`config.mk`:
```
export PLATFORM = sky130hd
export DESIGN_NAME = div_unit_flat
export DESIGN_NICKNAME = d
export VERILOG_FILES = /design/src/rtl/div_unit_pkg.sv /design/src/rtl/div_unit_if.sv /design/src/rtl/div_step.sv /design/src/rtl/div_unit.sv /design/src/flat_wrapper.sv
export SDC_FILE = /design/constraint.sdc
export NUM_CORES = 1
export LEC_CHECK = 0
export ABC_CLOCK_PERIOD_IN_PS = 10900
export CAP_MARGIN = 40
export CORE_MARGIN = 4
export CORE_UTILIZATION = 40
export DETAILED_ROUTE_END_ITERATION = 7
export GPL_ROUTABILITY_DRIVEN = 0
export GPL_TIMING_DRIVEN = 0
export HOLD_SLACK_MARGIN = 0.15
export MAX_ROUTING_LAYER = met4
export PLACE_DENSITY_LB_ADDON = 0.15
export SLEW_MARGIN = 30
export SYNTH_ARGS = -nofsm -noshare
export SYNTH_HDL_FRONTEND = slang
export SYNTH_HIERARCHICAL = 1
export SYNTH_SLANG_ARGS = --single-unit
```
`constraint.sdc`:
```
create_clock -name clk -period 10.9 [get_ports clk]
set_input_delay 1.09 -clock clk [delete_from_list [all_inputs] [get_ports clk]]
set_output_delay 1.09 -clock clk [all_outputs]
set_load 0.02 [all_outputs]
```
`src/rtl/div_unit_pkg.sv`:
```
// Shared definitions for the iterative divide unit.
// Operation and FSM state encodings used by RTL and benches.
package div_unit_pkg;

    typedef enum logic [1:0] {
        DIV  = 2'b00,
        DIVU = 2'b01,
        REM  = 2'b10,
        REMU = 2'b11
    } div_op_e;

    typedef enum logic [1:0] {
        IDLE = 2'b00,
        CALC = 2'b01,
        DONE = 2'b10
    } div_state_e;

endpackage

```
`src/rtl/div_unit_if.sv`:
```
// Request/response bundle of the divide unit.
// master drives requests, slave is the divider.
interface div_unit_if #(
    parameter int WIDTH = 32
);
    logic             start;
    logic             flush;
    logic [1:0]       op_sel;
    logic [WIDTH-1:0] operand_a;
    logic [WIDTH-1:0] operand_b;
    logic             busy;
    logic             done;
    logic [WIDTH-1:0] result;

    modport master (
        output start, flush, op_sel, operand_a, operand_b,
        input  busy, done, result
    );

    modport slave (
        input  start, flush, op_sel, operand_a, operand_b,
        output busy, done, result
    );
endinterface

```
`src/rtl/div_step.sv`:
```
// One restoring-division iteration on unsigned magnitudes.
// quo_i carries the remaining dividend bits; quotient bits shift in at the LSB.
module div_step #(
    parameter int WIDTH = 32
) (
    input  logic [WIDTH-1:0] rem_i,
    input  logic [WIDTH-1:0] quo_i,
    input  logic [WIDTH-1:0] div_i,
    output logic [WIDTH-1:0] rem_o,
    output logic [WIDTH-1:0] quo_o
);
    logic [WIDTH:0] shifted;
    logic [WIDTH:0] diff;

    always_comb begin
        shifted = {rem_i, quo_i[WIDTH-1]};
        diff    = shifted - {1'b0, div_i};
        // MSB set means the trial subtraction went negative: restore
        rem_o   = diff[WIDTH] ? shifted[WIDTH-1:0] : diff[WIDTH-1:0];
        quo_o   = {quo_i[WIDTH-2:0], ~diff[WIDTH]};
    end
endmodule

```
`src/rtl/div_unit.sv`:
```
// Iterative signed/unsigned divider, one quotient bit per cycle.
// Divide-by-zero and signed overflow complete without iterating.
module div_unit
    import div_unit_pkg::*;
#(
    parameter int WIDTH = 32
) (
    input logic      clk,
    input logic      rst_n,
    div_unit_if.slave bus
);
    localparam int CW = (WIDTH > 1) ? $clog2(WIDTH) : 1;

    localparam logic [1:0] S_IDLE = IDLE;
    localparam logic [1:0] S_CALC = CALC;
    localparam logic [1:0] S_DONE = DONE;

    localparam logic [WIDTH-1:0] MOST_NEG = {1'b1, {(WIDTH-1){1'b0}}};

    logic [1:0]       state_q, state_d;
    logic [CW-1:0]    cnt_q, cnt_d;
    logic [WIDTH-1:0] rem_q, rem_d;
    logic [WIDTH-1:0] quo_q, quo_d;
    logic [WIDTH-1:0] dvs_q, dvs_d;
    logic             is_rem_q, is_rem_d;
    logic             q_neg_q, q_neg_d;
    logic             r_neg_q, r_neg_d;
    logic [WIDTH-1:0] result_q, result_d;

    logic [WIDTH-1:0] step_rem;
    logic [WIDTH-1:0] step_quo;

    logic             sgn;
    logic             a_neg;
    logic             b_neg;
    logic [WIDTH-1:0] a_abs;
    logic [WIDTH-1:0] b_abs;
    logic             div_zero;
    logic             ovf;

    div_step #(.WIDTH(WIDTH)) u_step (
        .rem_i (rem_q),
        .quo_i (quo_q),
        .div_i (dvs_q),
        .rem_o (step_rem),
        .quo_o (step_quo)
    );

    always_comb begin
        sgn      = ~bus.op_sel[0];
        a_neg    = sgn & bus.operand_a[WIDTH-1];
        b_neg    = sgn & bus.operand_b[WIDTH-1];
        a_abs    = a_neg ? -bus.operand_a : bus.operand_a;
        b_abs    = b_neg ? -bus.operand_b : bus.operand_b;
        div_zero = (bus.operand_b == '0);
        ovf      = sgn && (bus.operand_a == MOST_NEG)
                       && (bus.operand_b == '1);
    end

    always_comb begin
        state_d  = state_q;
        cnt_d    = cnt_q;
        rem_d    = rem_q;
        quo_d    = quo_q;
        dvs_d    = dvs_q;
        is_rem_d = is_rem_q;
        q_neg_d  = q_neg_q;
        r_neg_d  = r_neg_q;
        result_d = result_q;

        unique case (state_q)
            S_IDLE: begin
                if (bus.start) begin
                    is_rem_d = bus.op_sel[1];
                    if (div_zero) begin
                        result_d = bus.op_sel[1] ? bus.operand_a : '1;
                        state_d  = S_DONE;
                    end else if (ovf) begin
                        result_d = bus.op_sel[1] ? '0 : bus.operand_a;
                        state_d  = S_DONE;
                    end else begin
                        state_d = S_CALC;
                        cnt_d   = CW'(WIDTH - 1);
                        rem_d   = '0;
                        quo_d   = a_abs;
                        dvs_d   = b_abs;
                        q_neg_d = a_neg ^ b_neg;
                        r_neg_d = a_neg;
                    end
                end
            end
            S_CALC: begin
                rem_d = step_rem;
                quo_d = step_quo;
                if (cnt_q == '0) begin
                    state_d = S_DONE;
                    if (is_rem_q)
                        result_d = r_neg_q ? -step_rem : step_rem;
                    else
                        result_d = q_neg_q ? -step_quo : step_quo;
                end else begin
                    cnt_d = cnt_q - 1'b1;
                end
            end
            S_DONE: state_d = S_IDLE;
            default: state_d = S_IDLE;
        endcase

        // Abort wins over everything except reset and keeps the old result
        if (bus.flush) begin
            state_d  = S_IDLE;
            result_d = result_q;
        end
    end

    always_ff @(posedge clk) begin
        if (!rst_n) begin
            state_q  <= S_IDLE;
            cnt_q    <= '0;
            rem_q    <= '0;
            quo_q    <= '0;
            dvs_q    <= '0;
            is_rem_q <= 1'b0;
            q_neg_q  <= 1'b0;
            r_neg_q  <= 1'b0;
            result_q <= '0;
        end else begin
            state_q  <= state_d;
            cnt_q    <= cnt_d;
            rem_q    <= rem_d;
            quo_q    <= quo_d;
            dvs_q    <= dvs_d;
            is_rem_q <= is_rem_d;
            q_neg_q  <= q_neg_d;
            r_neg_q  <= r_neg_d;
            result_q <= result_d;
        end
    end

    assign bus.busy   = (state_q != S_IDLE);
    assign bus.done   = (state_q == S_DONE);
    assign bus.result = result_q;
endmodule

```
`src/flat_wrapper.sv`:
```
// flat-port wrapper written by rule: the top's interface ports become plain ports
module div_unit_flat import div_unit_pkg::*;
#(
    parameter int WIDTH = 32
)
  (clk, rst_n, bus_start, bus_flush, bus_op_sel, bus_operand_a, bus_operand_b, bus_busy, bus_done, bus_result);
  div_unit_if #(.WIDTH(WIDTH)) bus_i ();
  input logic clk;
  input logic rst_n;
  input wire logic [$bits(bus_i.start)-1:0] bus_start;
  input wire logic [$bits(bus_i.flush)-1:0] bus_flush;
  input wire logic [$bits(bus_i.op_sel)-1:0] bus_op_sel;
  input wire logic [$bits(bus_i.operand_a)-1:0] bus_operand_a;
  input wire logic [$bits(bus_i.operand_b)-1:0] bus_operand_b;
  output wire logic [$bits(bus_i.busy)-1:0] bus_busy;
  output wire logic [$bits(bus_i.done)-1:0] bus_done;
  output wire logic [$bits(bus_i.result)-1:0] bus_result;
  assign bus_i.start = bus_start;
  assign bus_i.flush = bus_flush;
  assign bus_i.op_sel = bus_op_sel;
  assign bus_i.operand_a = bus_operand_a;
  assign bus_i.operand_b = bus_operand_b;
  assign bus_busy = bus_i.busy;
  assign bus_done = bus_i.done;
  assign bus_result = bus_i.result;
  div_unit #(.WIDTH(WIDTH)) u_core (.clk(clk), .rst_n(rst_n), .bus(bus_i));
endmodule
```
==> parameters.txt <==
Parameter                              Value

STA
  Unrepaired setup endpoints after global routing    false
  Pin slew with the least headroom to its limit    817 ps
  Share of the cycle needed by the critical path after routing    0.544
  TNS Setup    0 ps
  Relative max-transition margin    0.451
  Worst hold-check slack    449 ps
  Layout Skew    11.3 ps
  Final count of hold timing violations    0
  Achievable Freq    169 MHz
  Minimum clock period after layout    5930 ps
  Final number of setup-violating endpoints    0
  Final Max Tran Viols    0

Power and ir drop
  Cell Pwr Density    114 nW/µm²
  LEAKAGE    0.00525 µW
  Maximum vdd drop    81.0 µV

Floorplanning
  Core region area    28000 µm²
  I/O pins    104
  Die width    177 µm
  Initial cell density of the core    0.408
  Cell row count    61
  DIE AREA    31400 µm²
  Vertical extent of the die    177 µm

Synthesis
  Mapped Avg Cell Area    7.94 µm²
  Asr flop ratio synth    0
  Synth unique cells    89
  Synthesized area    11400 µm²
  Area contributors post-synth    sky130_fd_sc_hd__dfxtp_1, sky130_fd_sc_hd__xnor2_1, sky130_fd_sc_hd__xor2_1
  Post-synthesis cell count    1441
  Number of synthesized flops with an enable pin    0
  Sequential area share after synthesis    0.242
  Flip-flop cell with the highest count after synthesis    sky130_fd_sc_hd__dfxtp_1
  Leading area contributor after synthesis    sky130_fd_sc_hd__dfxtp_1
  Synthesis warning total    6
  Syn Nets    1551
  Synth top area share    0.242
  Count of state elements after synthesis    138

Place
  Port buffer count    99
  Final HPWL DP    33500 µm
  Placed cell count    1919

Route
  Vias per cell    6.06
  Total iterations of the first detailed-routing run    5
  Routed WL    42400 µm
  DRC violations left    0
  Total via count in the routed design    11800
  Met2 wirelength from detailed routing    17900 µm
  Routed metal-1 wire length    19500 µm
  Remaining antenna violation count after routing    0
  Drt initial violations    1541
  Highest signal layer in the routed design    met4
  Metal3 WL    4030 µm
  Final routed wire length divided by cell count    21.7 µm

Clocking
  Number of hold-repair buffers added at the cts stage    0
  Cell at the root of the clock tree    sky130_fd_sc_hd__clkbuf_16
  Clk sinks    138
  Maximum clock path buffer count    2
  Post-CTS sizing    0
  H-tree depth reported by CTS    4
  Clock tree from TritonCTS    yes
  Postcts setup bufs    0
  Number of buffers created by CTS    17
  Worst-path clk slew    70 ps
  Clk_lat worst skew    430 ps

Setup path
  Cell-by-cell trace of the critical path    inv_1 -> ha_1 -> fa_1 -> and2b_1 -> o2111ai_1 -> a21oi_2 -> o2111ai_1 -> a211oi_2 -> nor2_2 -> mux2i_1 -> and2_4 -> inv_2 -> buf_6 -> inv_1 -> ha_1 -> nand2b_1 -> or4b_1 -> clkbuf_1 -> o41ai_1 -> xnor2_1 -> a221oi_1 -> a31oi_1
  Startpoint kind of the worst setup timing path    flop
  Stage delay of the slowest cell on the critical path    630 ps
  Maximum fanout encountered on the critical timing path    13
  Top delay family on crit path    compound AO/OA/AOI/OAI gates
  Critical path buffers and inverters    5
  Data required time at the worst endpoint    11190 ps
  Worst setup path class    flop to flop
  Critical path capture point type    flop
  Slowest stage cell on the critical path    sky130_fd_sc_hd__a221oi_1
  Data arrival at the endpoint of the critical path    6220 ps

Global routing
  Number of global-route vias before repair    10900
  Global-route wire length before repair    64100 µm
  Sum of overflow across all layers after global routing    0
  Number of antenna violations at the first check in global routing    1
  Maximum number of pins on one net before global-route repair    17
  Global-route usage over all layers    0.270

Job
  Max-cap violation count    0

Final layout
  Layout Cells excl Fill    1952
  Fill cells    2760
  Area Growth Syn to Fin    18.0%
  Nets    1670
  Layout cell share with drive strength beyond 1    0.0890

Min path
  Kind of path behind the tightest hold check    flop to flop

Run status
  Status    completed
-- registers in the layout, indices dropped and copies added (netlist names) --
| signal | count |
|---|---|
| u_core/quo_q | 32 |
| u_core/is_rem_q | 1 |
| u_core/r_neg_q | 1 |
| u_core/bus.result | 32 |
| u_core/cnt_q | 5 |
| u_core/q_neg_q | 1 |
| u_core/state_q | 2 |
| u_core/rem_q | 32 |
| u_core/dvs_q | 32 |
-- power by group --
part	switching (µW)	internal (µW)	total (µW)
clock	251	346	597
sequential	17.4	531	548
combinational	238	151	389
-- tightest hold or removal path, delay by kind of cell, from the launching register on --
family | cells | cell delay, ps
compound gates | 1 | 50
flops | 1 | 310
simple gates | 1 | 50
-- Yosys cell counts, types with 27 or more instances --
cell type,instances
sky130_fd_sc_hd__o41ai_1,27
sky130_fd_sc_hd__a22o_1,31
sky130_fd_sc_hd__o21ai_1,38
sky130_fd_sc_hd__nand3_1,45
sky130_fd_sc_hd__ha_1,39
sky130_fd_sc_hd__xor2_1,69
sky130_fd_sc_hd__o21ai_0,70
sky130_fd_sc_hd__xnor2_1,72
sky130_fd_sc_hd__nor3_1,32
sky130_fd_sc_hd__nand2_1,129
sky130_fd_sc_hd__o211ai_1,29
sky130_fd_sc_hd__clkbuf_1,75
sky130_fd_sc_hd__a21oi_1,80
sky130_fd_sc_hd__dfxtp_1,138
sky130_fd_sc_hd__buf_4,40
sky130_fd_sc_hd__nor2_1,62
sky130_fd_sc_hd__inv_1,56
-- final cells by class --
class / count / area, µm² / share of cell area
buffer: 132 / 677 / 0.0502
clock inverter: 12 / 139 / 0.0103
inverter: 59 / 221 / 0.0164
timing repair buffer: 100 / 998 / 0.0740
clock buffer: 20 / 447 / 0.0331
tap: 378 / 473 / 0.0350
antenna: 1 / 2.50 / 0.000185
sequential: 138 / 2760 / 0.205
multi-input combinational: 1112 / 7780 / 0.576
-- placed cells by master (no fill, tap or decap), types with 18 or more instances in the layout --
cell type	n
sky130_fd_sc_hd__a21boi_0	18
sky130_fd_sc_hd__a21o_1	18
sky130_fd_sc_hd__a21oi_1	80
sky130_fd_sc_hd__a22o_1	31
sky130_fd_sc_hd__buf_4	41
sky130_fd_sc_hd__clkbuf_1	77
sky130_fd_sc_hd__clkdlybuf4s50_1	99
sky130_fd_sc_hd__dfxtp_1	138
sky130_fd_sc_hd__ha_1	39
sky130_fd_sc_hd__inv_1	56
sky130_fd_sc_hd__maj3_1	24
sky130_fd_sc_hd__mux2_4	19
sky130_fd_sc_hd__nand2_1	129
sky130_fd_sc_hd__nand3_1	45
sky130_fd_sc_hd__nand4_1	25
sky130_fd_sc_hd__nor2_1	62
sky130_fd_sc_hd__nor3_1	32
sky130_fd_sc_hd__o211a_1	24
sky130_fd_sc_hd__o211ai_1	29
sky130_fd_sc_hd__o21ai_0	70
sky130_fd_sc_hd__o21ai_1	38
sky130_fd_sc_hd__o31ai_1	19
sky130_fd_sc_hd__o41ai_1	27
sky130_fd_sc_hd__xnor2_1	72
sky130_fd_sc_hd__xor2_1	69
-- metrics by stage --
step | util | total power (µW) | area (µm²) | worst slack, ps
2_1_floorplan | - | 804 | 11400 | 5820
5_1_grt | 0.482 | 1600 | 13500 | 4800
3_3_place_gp | 0.461 | 932 | 12900 | 5170
3_5_place_dp | 0.461 | 936 | 12900 | 5110
6_report | 0.482 | 1530 | 13500 | 4970
4_1_cts | 0.482 | 1530 | 13500 | 5090
-- cell families (layout without fill, tap and decap cells) --
family / Yosys count / after routing / synth area share
AO/OA/AOI/OAI: 466 / 466 / 0.288
AND/OR/NAND/NOR: 411 / 411 / 0.184
buffers and inverters: 191 / 323 / 0.0785
flip-flops: 138 / 138 / 0.242
multiplexers: 30 / 30 / 0.0348
adder cells (fa/ha/maj): 64 / 64 / 0.0654
XOR/XNOR: 141 / 141 / 0.108
other: 0 / 1 / 0
-- path summary, 6_finish.rpt --
kind,cells past startpoint,start,to,slack [ps]
worst max-delay path,22,u_core/quo_q[31],u_core/bus.result[26],4970
worst min-delay path,2,u_core/bus.result[9],u_core/bus.result[9],450
worst max register to register,22,u_core/quo_q[31],u_core/bus.result[26],4970
worst min register to register,2,u_core/bus.result[9],u_core/bus.result[9],450
-- metal layers --
metal	GRT usage	vias to the layer above
li1	-	5555
met1	0.378	5640
met2	0.395	572
met3	0.0555	70
met4	0.0751	0
met5	-	-
No activity file was read; power rests on OpenSTA's default activity.
